--- config.mk ---
export PLATFORM = sky130hd
export DESIGN_NAME = rom_shadow_copier_flat
export DESIGN_NICKNAME = d
export VERILOG_FILES = /design/src/rtl/rom_shadow_copier_if.sv /design/src/rtl/rom_shadow_copier.sv /design/src/flat_wrapper.sv
export SDC_FILE = /design/constraint.sdc
export NUM_CORES = 1
export LEC_CHECK = 0
export CORE_ASPECT_RATIO = 1.25
export CORE_MARGIN = 3
export CORE_UTILIZATION = 25
export CTS_BUF_LIST = sky130_fd_sc_hd__clkbuf_8
export DETAILED_ROUTE_END_ITERATION = 8
export SLEW_MARGIN = 20
export SYNTH_ARGS = -nofsm -noshare
export SYNTH_HDL_FRONTEND = slang
export SYNTH_SLANG_ARGS = --single-unit
--- constraint.sdc ---
create_clock -name CLK -period 3.7 [get_ports CLK]
set_clock_uncertainty 0.15 [all_clocks]
set_input_delay 0.74 -clock CLK [delete_from_list [all_inputs] [get_ports CLK]]
set_output_delay 0.74 -clock CLK [all_outputs]
set_load 0.02 [all_outputs]
--- src/rtl/rom_shadow_copier_if.sv ---
// ROM read port and RAM write port seen by the shadow copier.
// master = copier side, slave = memory side.
interface rom_shadow_copier_if #(
    parameter int ADDR_WIDTH = 14,
    parameter int DATA_WIDTH = 8
);
    logic [ADDR_WIDTH-1:0] ROM_A;
    logic [DATA_WIDTH-1:0] ROM_DI;
    logic                  ROM_CS_N;
    logic                  ROM_OE_N;
    logic [15:0]           RAM_A;
    logic [DATA_WIDTH-1:0] RAM_DO;
    logic                  RAM_CS_N;
    logic                  RAM_WE_N;
    logic                  RAM_WAIT;

    modport master (
        output ROM_A, ROM_CS_N, ROM_OE_N, RAM_A, RAM_DO, RAM_CS_N, RAM_WE_N,
        input  ROM_DI, RAM_WAIT
    );

    modport slave (
        input  ROM_A, ROM_CS_N, ROM_OE_N, RAM_A, RAM_DO, RAM_CS_N, RAM_WE_N,
        output ROM_DI, RAM_WAIT
    );
endinterface

--- src/rtl/rom_shadow_copier.sv ---
// Streams ROM[0..LENGTH-1] into RAM at DST_BASE, holding the CPU in reset until the first copy ends.
// Define ROM_COPY_CHECKSUM_EN to get a running byte sum of accepted writes on CHECKSUM.
module rom_shadow_copier #(
    parameter int          ADDR_WIDTH = 14,
    parameter int          DATA_WIDTH = 8,
    parameter int          LENGTH     = 1 << ADDR_WIDTH,
    parameter logic [15:0] DST_BASE   = 16'hC000,
    parameter bit          AUTOSTART  = 1'b1
) (
    input  logic                  CLK,
    input  logic                  RESET,
    input  logic                  START,
    output logic                  BUSY,
    output logic                  DONE,
    output logic                  CPU_RES_N,
    output logic [DATA_WIDTH-1:0] CHECKSUM,
    rom_shadow_copier_if.master   bus
);
    localparam logic [ADDR_WIDTH-1:0] LAST = ADDR_WIDTH'(LENGTH - 1);
    localparam logic [ADDR_WIDTH-1:0] ONE  = ADDR_WIDTH'(1);

    typedef enum logic [2:0] {IDLE, PRIME, STREAM, FLUSH, FINISH} state_t;

    state_t                state, state_nxt;
    logic                  arm_q;
    logic                  read_active;
    logic [ADDR_WIDTH-1:0] rom_a;
    logic [ADDR_WIDTH-1:0] ld_cnt;
    logic [15:0]           off16;
    logic [15:0]           ram_a;
    logic [DATA_WIDTH-1:0] ram_do;
    logic                  ram_cs_n;
    logic                  ram_we_n;
    logic                  done_q;
    logic                  cpu_res_n_q;
    logic                  stall;
    logic                  start_go;
    logic                  last_ld;

    // A RAM stall freezes the whole pipeline, including the ROM read.
    assign stall    = bus.RAM_WAIT;
    assign start_go = ((state == IDLE) || (state == FINISH)) && (START || arm_q);
    assign last_ld  = (ld_cnt == LAST);

    always_ff @(posedge CLK) begin
        if (RESET) state <= IDLE;
        else       state <= state_nxt;
    end

    always_comb begin
        state_nxt = state;
        case (state)
            IDLE:    if (start_go) state_nxt = PRIME;
            PRIME:   if (!stall) state_nxt = STREAM;
            STREAM:  if (!stall && last_ld) state_nxt = FLUSH;
            FLUSH:   if (!stall) state_nxt = FINISH;
            FINISH:  state_nxt = start_go ? PRIME : IDLE;
            default: state_nxt = IDLE;
        endcase
    end

    always_comb begin
        BUSY         = (state == PRIME) || (state == STREAM) || (state == FLUSH);
        bus.ROM_CS_N = ~(read_active & ~stall);
        bus.ROM_OE_N = ~(read_active & ~stall);
    end

    always_ff @(posedge CLK) begin
        if (RESET) begin
            arm_q       <= AUTOSTART;
            read_active <= 1'b0;
            rom_a       <= '0;
            ld_cnt      <= '0;
            off16       <= '0;
            ram_a       <= DST_BASE;
            ram_do      <= '0;
            ram_cs_n    <= 1'b1;
            ram_we_n    <= 1'b1;
            done_q      <= 1'b0;
            cpu_res_n_q <= 1'b0;
        end else begin
            arm_q <= 1'b0;
            if (start_go) begin
                read_active <= 1'b1;
                rom_a       <= '0;
                ld_cnt      <= '0;
                off16       <= '0;
                done_q      <= 1'b0;
            end else if (!stall) begin
                // The ROM latches the current address on this edge; stop reading once the last one is in.
                if (read_active) begin
                    if (rom_a == LAST) read_active <= 1'b0;
                    else               rom_a       <= rom_a + ONE;
                end
                if (state == STREAM) begin
                    ram_do   <= bus.ROM_DI;
                    ram_a    <= DST_BASE + off16;
                    off16    <= off16 + 16'd1;
                    ld_cnt   <= ld_cnt + ONE;
                    ram_cs_n <= 1'b0;
                    ram_we_n <= 1'b0;
                end
                if (state == FLUSH) begin
                    ram_cs_n    <= 1'b1;
                    ram_we_n    <= 1'b1;
                    done_q      <= 1'b1;
                    cpu_res_n_q <= 1'b1;
                end
            end
        end
    end

`ifdef ROM_COPY_CHECKSUM_EN
    logic [DATA_WIDTH-1:0] csum;

    always_ff @(posedge CLK) begin
        if (RESET)                       csum <= '0;
        else if (start_go)               csum <= '0;
        else if (!ram_we_n && !stall)    csum <= csum + ram_do;
    end

    assign CHECKSUM = csum;
`else
    assign CHECKSUM = '0;
`endif

    assign DONE         = done_q;
    assign CPU_RES_N    = cpu_res_n_q;
    assign bus.ROM_A    = rom_a;
    assign bus.RAM_A    = ram_a;
    assign bus.RAM_DO   = ram_do;
    assign bus.RAM_CS_N = ram_cs_n;
    assign bus.RAM_WE_N = ram_we_n;
endmodule
--- src/flat_wrapper.sv ---
// flat-port wrapper written by rule: the top's interface ports become plain ports
module rom_shadow_copier_flat 
#(
    parameter int          ADDR_WIDTH = 14,
    parameter int          DATA_WIDTH = 8,
    parameter int          LENGTH     = 1 << ADDR_WIDTH,
    parameter logic [15:0] DST_BASE   = 16'hC000,
    parameter bit          AUTOSTART  = 1'b1
)
  (CLK, RESET, START, BUSY, DONE, CPU_RES_N, CHECKSUM, bus_ROM_A, bus_ROM_CS_N, bus_ROM_OE_N, bus_RAM_A, bus_RAM_DO, bus_RAM_CS_N, bus_RAM_WE_N, bus_ROM_DI, bus_RAM_WAIT);
  rom_shadow_copier_if #(.ADDR_WIDTH(ADDR_WIDTH), .DATA_WIDTH(DATA_WIDTH)) bus_i ();
  input  logic CLK;
  input  logic RESET;
  input  logic START;
  output logic BUSY;
  output logic DONE;
  output logic CPU_RES_N;
  output logic [DATA_WIDTH-1:0] CHECKSUM;
  output wire logic [$bits(bus_i.ROM_A)-1:0] bus_ROM_A;
  output wire logic [$bits(bus_i.ROM_CS_N)-1:0] bus_ROM_CS_N;
  output wire logic [$bits(bus_i.ROM_OE_N)-1:0] bus_ROM_OE_N;
  output wire logic [$bits(bus_i.RAM_A)-1:0] bus_RAM_A;
  output wire logic [$bits(bus_i.RAM_DO)-1:0] bus_RAM_DO;
  output wire logic [$bits(bus_i.RAM_CS_N)-1:0] bus_RAM_CS_N;
  output wire logic [$bits(bus_i.RAM_WE_N)-1:0] bus_RAM_WE_N;
  input wire logic [$bits(bus_i.ROM_DI)-1:0] bus_ROM_DI;
  input wire logic [$bits(bus_i.RAM_WAIT)-1:0] bus_RAM_WAIT;
  assign bus_ROM_A = bus_i.ROM_A;
  assign bus_ROM_CS_N = bus_i.ROM_CS_N;
  assign bus_ROM_OE_N = bus_i.ROM_OE_N;
  assign bus_RAM_A = bus_i.RAM_A;
  assign bus_RAM_DO = bus_i.RAM_DO;
  assign bus_RAM_CS_N = bus_i.RAM_CS_N;
  assign bus_RAM_WE_N = bus_i.RAM_WE_N;
  assign bus_i.ROM_DI = bus_ROM_DI;
  assign bus_i.RAM_WAIT = bus_RAM_WAIT;
  rom_shadow_copier #(.ADDR_WIDTH(ADDR_WIDTH), .DATA_WIDTH(DATA_WIDTH), .LENGTH(LENGTH), .DST_BASE(DST_BASE), .AUTOSTART(AUTOSTART)) u_core (.CLK(CLK), .RESET(RESET), .START(START), .BUSY(BUSY), .DONE(DONE), .CPU_RES_N(CPU_RES_N), .CHECKSUM(CHECKSUM), .bus(bus_i));
endmodule
==> results.rst <==
.. list-table::
   :header-rows: 1

   * - Metric
     - Value
   * - Status
     - finished, final reports clean
   * - Number of buffers inserted by port buffering
     - 56
   * - DRC errors left
     - 0
   * - Non-Filler Instances
     - 610
   * - Part of the cycle the worst path needs
     - 81.9%
   * - Number of sinks on the clock net
     - 76
   * - Maximum VDD drop
     - 0.000168 V
   * - Master cell of the clock root buffer
     - sky130_fd_sc_hd__clkbuf_8
   * - Layout Utilization
     - 32.8%
   * - Number of synthesized flops with an enable pin
     - 0
   * - Max transition margin
     - 39.1%
   * - Highest clock frequency the design can meet
     - 0.330 GHz
   * - Number of standard-cell rows in the floorplan
     - 46
   * - Worst hold path stage count
     - 2
   * - Async S/R FF share, synth
     - 0%
   * - Area growth syn-to-layout
     - 27.9%
   * - Worst-path clk slew
     - 0.08 ns
   * - Count of different cell masters after synthesis
     - 43
   * - Class of the most critical hold timing path
     - flop to flop
   * - Post-CTS Resized
     - 0
   * - Most area-hungry cell type in the Yosys netlist
     - sky130_fd_sc_hd__dfxtp_1
   * - Vias/cell
     - 4.71
   * - Total grt overflow
     - 0
   * - Cell Area, Synth
     - 3260 um^2
   * - Final setup viols
     - 0
   * - Routability cong.
     - 0.792
   * - RSZ-0062 raised after global routing
     - no
   * - All-Layer GR Usage
     - 11.0%
   * - Worst hold-check slack
     - 0.307 ns
   * - Synth Register Bits
     - 76
   * - Commonest non-fill, non-tap cell in the layout
     - sky130_fd_sc_hd__dfxtp_1
   * - Count of buffers added by post-CTS timing repair for setup
     - 0
   * - Actual transition at the worst max-transition pin
     - 0.914 ns
   * - Category of the most critical setup path
     - input port to primary output
   * - Die H
     - 134 um
   * - Antenna Violating Nets Remaining
     - 0
   * - CTS H-tree lvls
     - 3
   * - Endpoint class of the critical path
     - primary output
   * - Leakage
     - 1.31 nW
   * - Hold buffers post-CTS
     - 0
   * - Effective utilization at floorplan
     - 25.6%
   * - Wire length after detailed routing
     - 7.71 mm
   * - Area of the die
     - 14500 um^2
   * - Wire length of the first global-routing pass
     - 12.7 mm
   * - Arrival time at the worst endpoint
     - 2.14 ns
   * - Shortest clock period the worst path allows after layout
     - 3.03 ns
   * - Placed Cells
     - 594
   * - Clock Latency Late Sink
     - 0.35 ns
   * - Total of max-cap violations
     - 0
   * - Leading register cell type out of synthesis
     - sky130_fd_sc_hd__dfxtp_1
   * - Die Width
     - 108 um
   * - Yosys warnings
     - 0
   * - Area fraction of the dominant cell type after synthesis
     - 46.7%
   * - Standard cell area after detailed placement
     - 3950 um^2
   * - Number of instances in the synthesized netlist
     - 388
   * - Per-cell routed wire length
     - 12.6 um
   * - I/O Pins
     - 65
   * - Via count of the first global-routing pass
     - 2762
   * - Layout cells sized above 1
     - 5.88%
   * - Total number of vias
     - 2874
   * - Initial detailed-routing violation count
     - 144
   * - Detailed placement HPWL
     - 5.44 mm
   * - Pin count of the biggest net entering global routing
     - 31
   * - First-pass DRT Iterations
     - 4
   * - Top library cells by usage in the layout, fill and taps aside
     - sky130_fd_sc_hd__dfxtp_1 (76), sky130_fd_sc_hd__nand2_1 (69), sky130_fd_sc_hd__clkdlybuf4s50_1 (56)
   * - Maximum fanout encountered on the critical timing path
     - 7
   * - Worst endpoint required time
     - 2.81 ns
   * - Clock Path Buffers
     - 2
   * - Initial antenna violation count
     - 0
   * - Biggest area contributors in the synthesized netlist
     - sky130_fd_sc_hd__dfxtp_1 (47%), sky130_fd_sc_hd__nand2_1 (7.9%), sky130_fd_sc_hd__a21oi_1 (6.8%)
   * - Avg Inst Size Synth
     - 8.40 um^2
   * - TritonCTS clock tree
     - built
   * - Total non-filler cell area in the finished layout
     - 4170 um^2
   * - Final-report max-slew violation count
     - 0
   * - Clock buffers created by TritonCTS
     - 9
   * - Number of antenna diodes
     - 0
   * - Placeable core area
     - 12700 um^2
   * - Layout Nets
     - 452
   * - Seq/Total Area, Yosys
     - 46.7%
   * - Logic depth of the worst register-to-register path
     - 5
   * - Crit path launch type
     - input port
   * - Setup TNS
     - 0 ns
   * - P per Cell Area
     - 397 nW/um^2
   * - Worst-case register-to-register setup slack
     - 1.40 ns
   * - Final hold vios
     - 0
==> layer usage <==
layer  vias to the layer above  share of wire, %  track usage, %
met2                        56                50            19.1
met4                         0               1.7            4.63
li1                       1460                 -               -
met1                      1350                44            12.6
met3                         8               4.8            2.71
met5                         -                 0               0
==> worst paths after layout <==
path                                       endpoint                         startpoint
setup reg to reg      u_core.off16[14]$_SDFFE_PP0P_       u_core.state[0]$_SDFFE_PP0P_
hold reg to reg   u_core.bus.RAM_A[12]$_SDFFE_PP0P_  u_core.bus.RAM_A[12]$_SDFFE_PP0P_
hold / removal    u_core.bus.RAM_A[12]$_SDFFE_PP0P_  u_core.bus.RAM_A[12]$_SDFFE_PP0P_
setup / recovery                       bus_ROM_CS_N                       bus_RAM_WAIT
==> synth_stat cells, drive strengths merged, types with 3 or more instances <==
library cell	n
ha	3
clkbuf	16
o211ai	4
nor4	3
nor3	5
dfxtp	76
a211o	3
o41ai	3
nand2	69
nand4	9
inv	7
a21oi	44
or3	9
xor2	9
buf	16
o311ai	3
or2	3
nor2b	3
or4	16
nand3	14
o31ai	9
o21ai	9
xnor2	9
and3	3
nor2	26
and4	3
==> state kept, by name, indices dropped and copies added, names as in the netlist, 3 cells and up <==
signal             cells
u_core.bus.RAM_DO      8
u_core.bus.RAM_A      16
u_core.state           3
u_core.ld_cnt         14
u_core.off16          16
u_core.bus.ROM_A      14
==> report_power, final <==
| part | leakage (nW) | switching, mW | internal (mW) |
|---|---|---|---|
| sequential | 0.614 | 0.0114 | 0.828 |
| clock | 0.109 | 0.315 | 0.371 |
| combinational | 0.590 | 0.0811 | 0.0488 |
| total | 1.31 | 0.408 | 1.25 |
==> worst max-delay path, cell delays in order <==
cell	delay, ns
sky130_fd_sc_hd__clkdlybuf4s50_1	0.45
sky130_fd_sc_hd__nor2b_1	0.24
sky130_fd_sc_hd__inv_1	0.15
sky130_fd_sc_hd__clkdlybuf4s50_1	0.56
==> metrics by stage <==
stage	total power, mW	setup WS (ns)
final	1.66	0.668
after global routing	1.72	0.565
after CTS	1.68	0.668
after detailed placement	0.990	0.666
after global placement	0.987	0.688
after floorplan	0.946	0.991
==> cell type report <==
class / instances / area (um^2)
fillers: 1333 / 8550
multi-input cells: 280 / 1580
flip-flops and latches: 76 / 1520
repair buffers: 63 / 613
well taps: 168 / 210
clock buffers: 12 / 165
clock inverters: 4 / 55.1
inverters: 7 / 26.3
==> kinds of logic (layout without fill, tap and decap cells) <==
logic type	Yosys count	after routing	synth area share, %
AOI/OAI and AO/OA	81	81	15.0
xor gates and xnor gates	18	18	4.84
adders and majority gates	3	3	1.15
buffers and inverters	39	86	6.03
DFF	76	76	46.7
muxes	1	1	0.307
other	1	8	0.115
and+or+nand+nor	169	169	25.9
(Power assumes the default switching activity.)
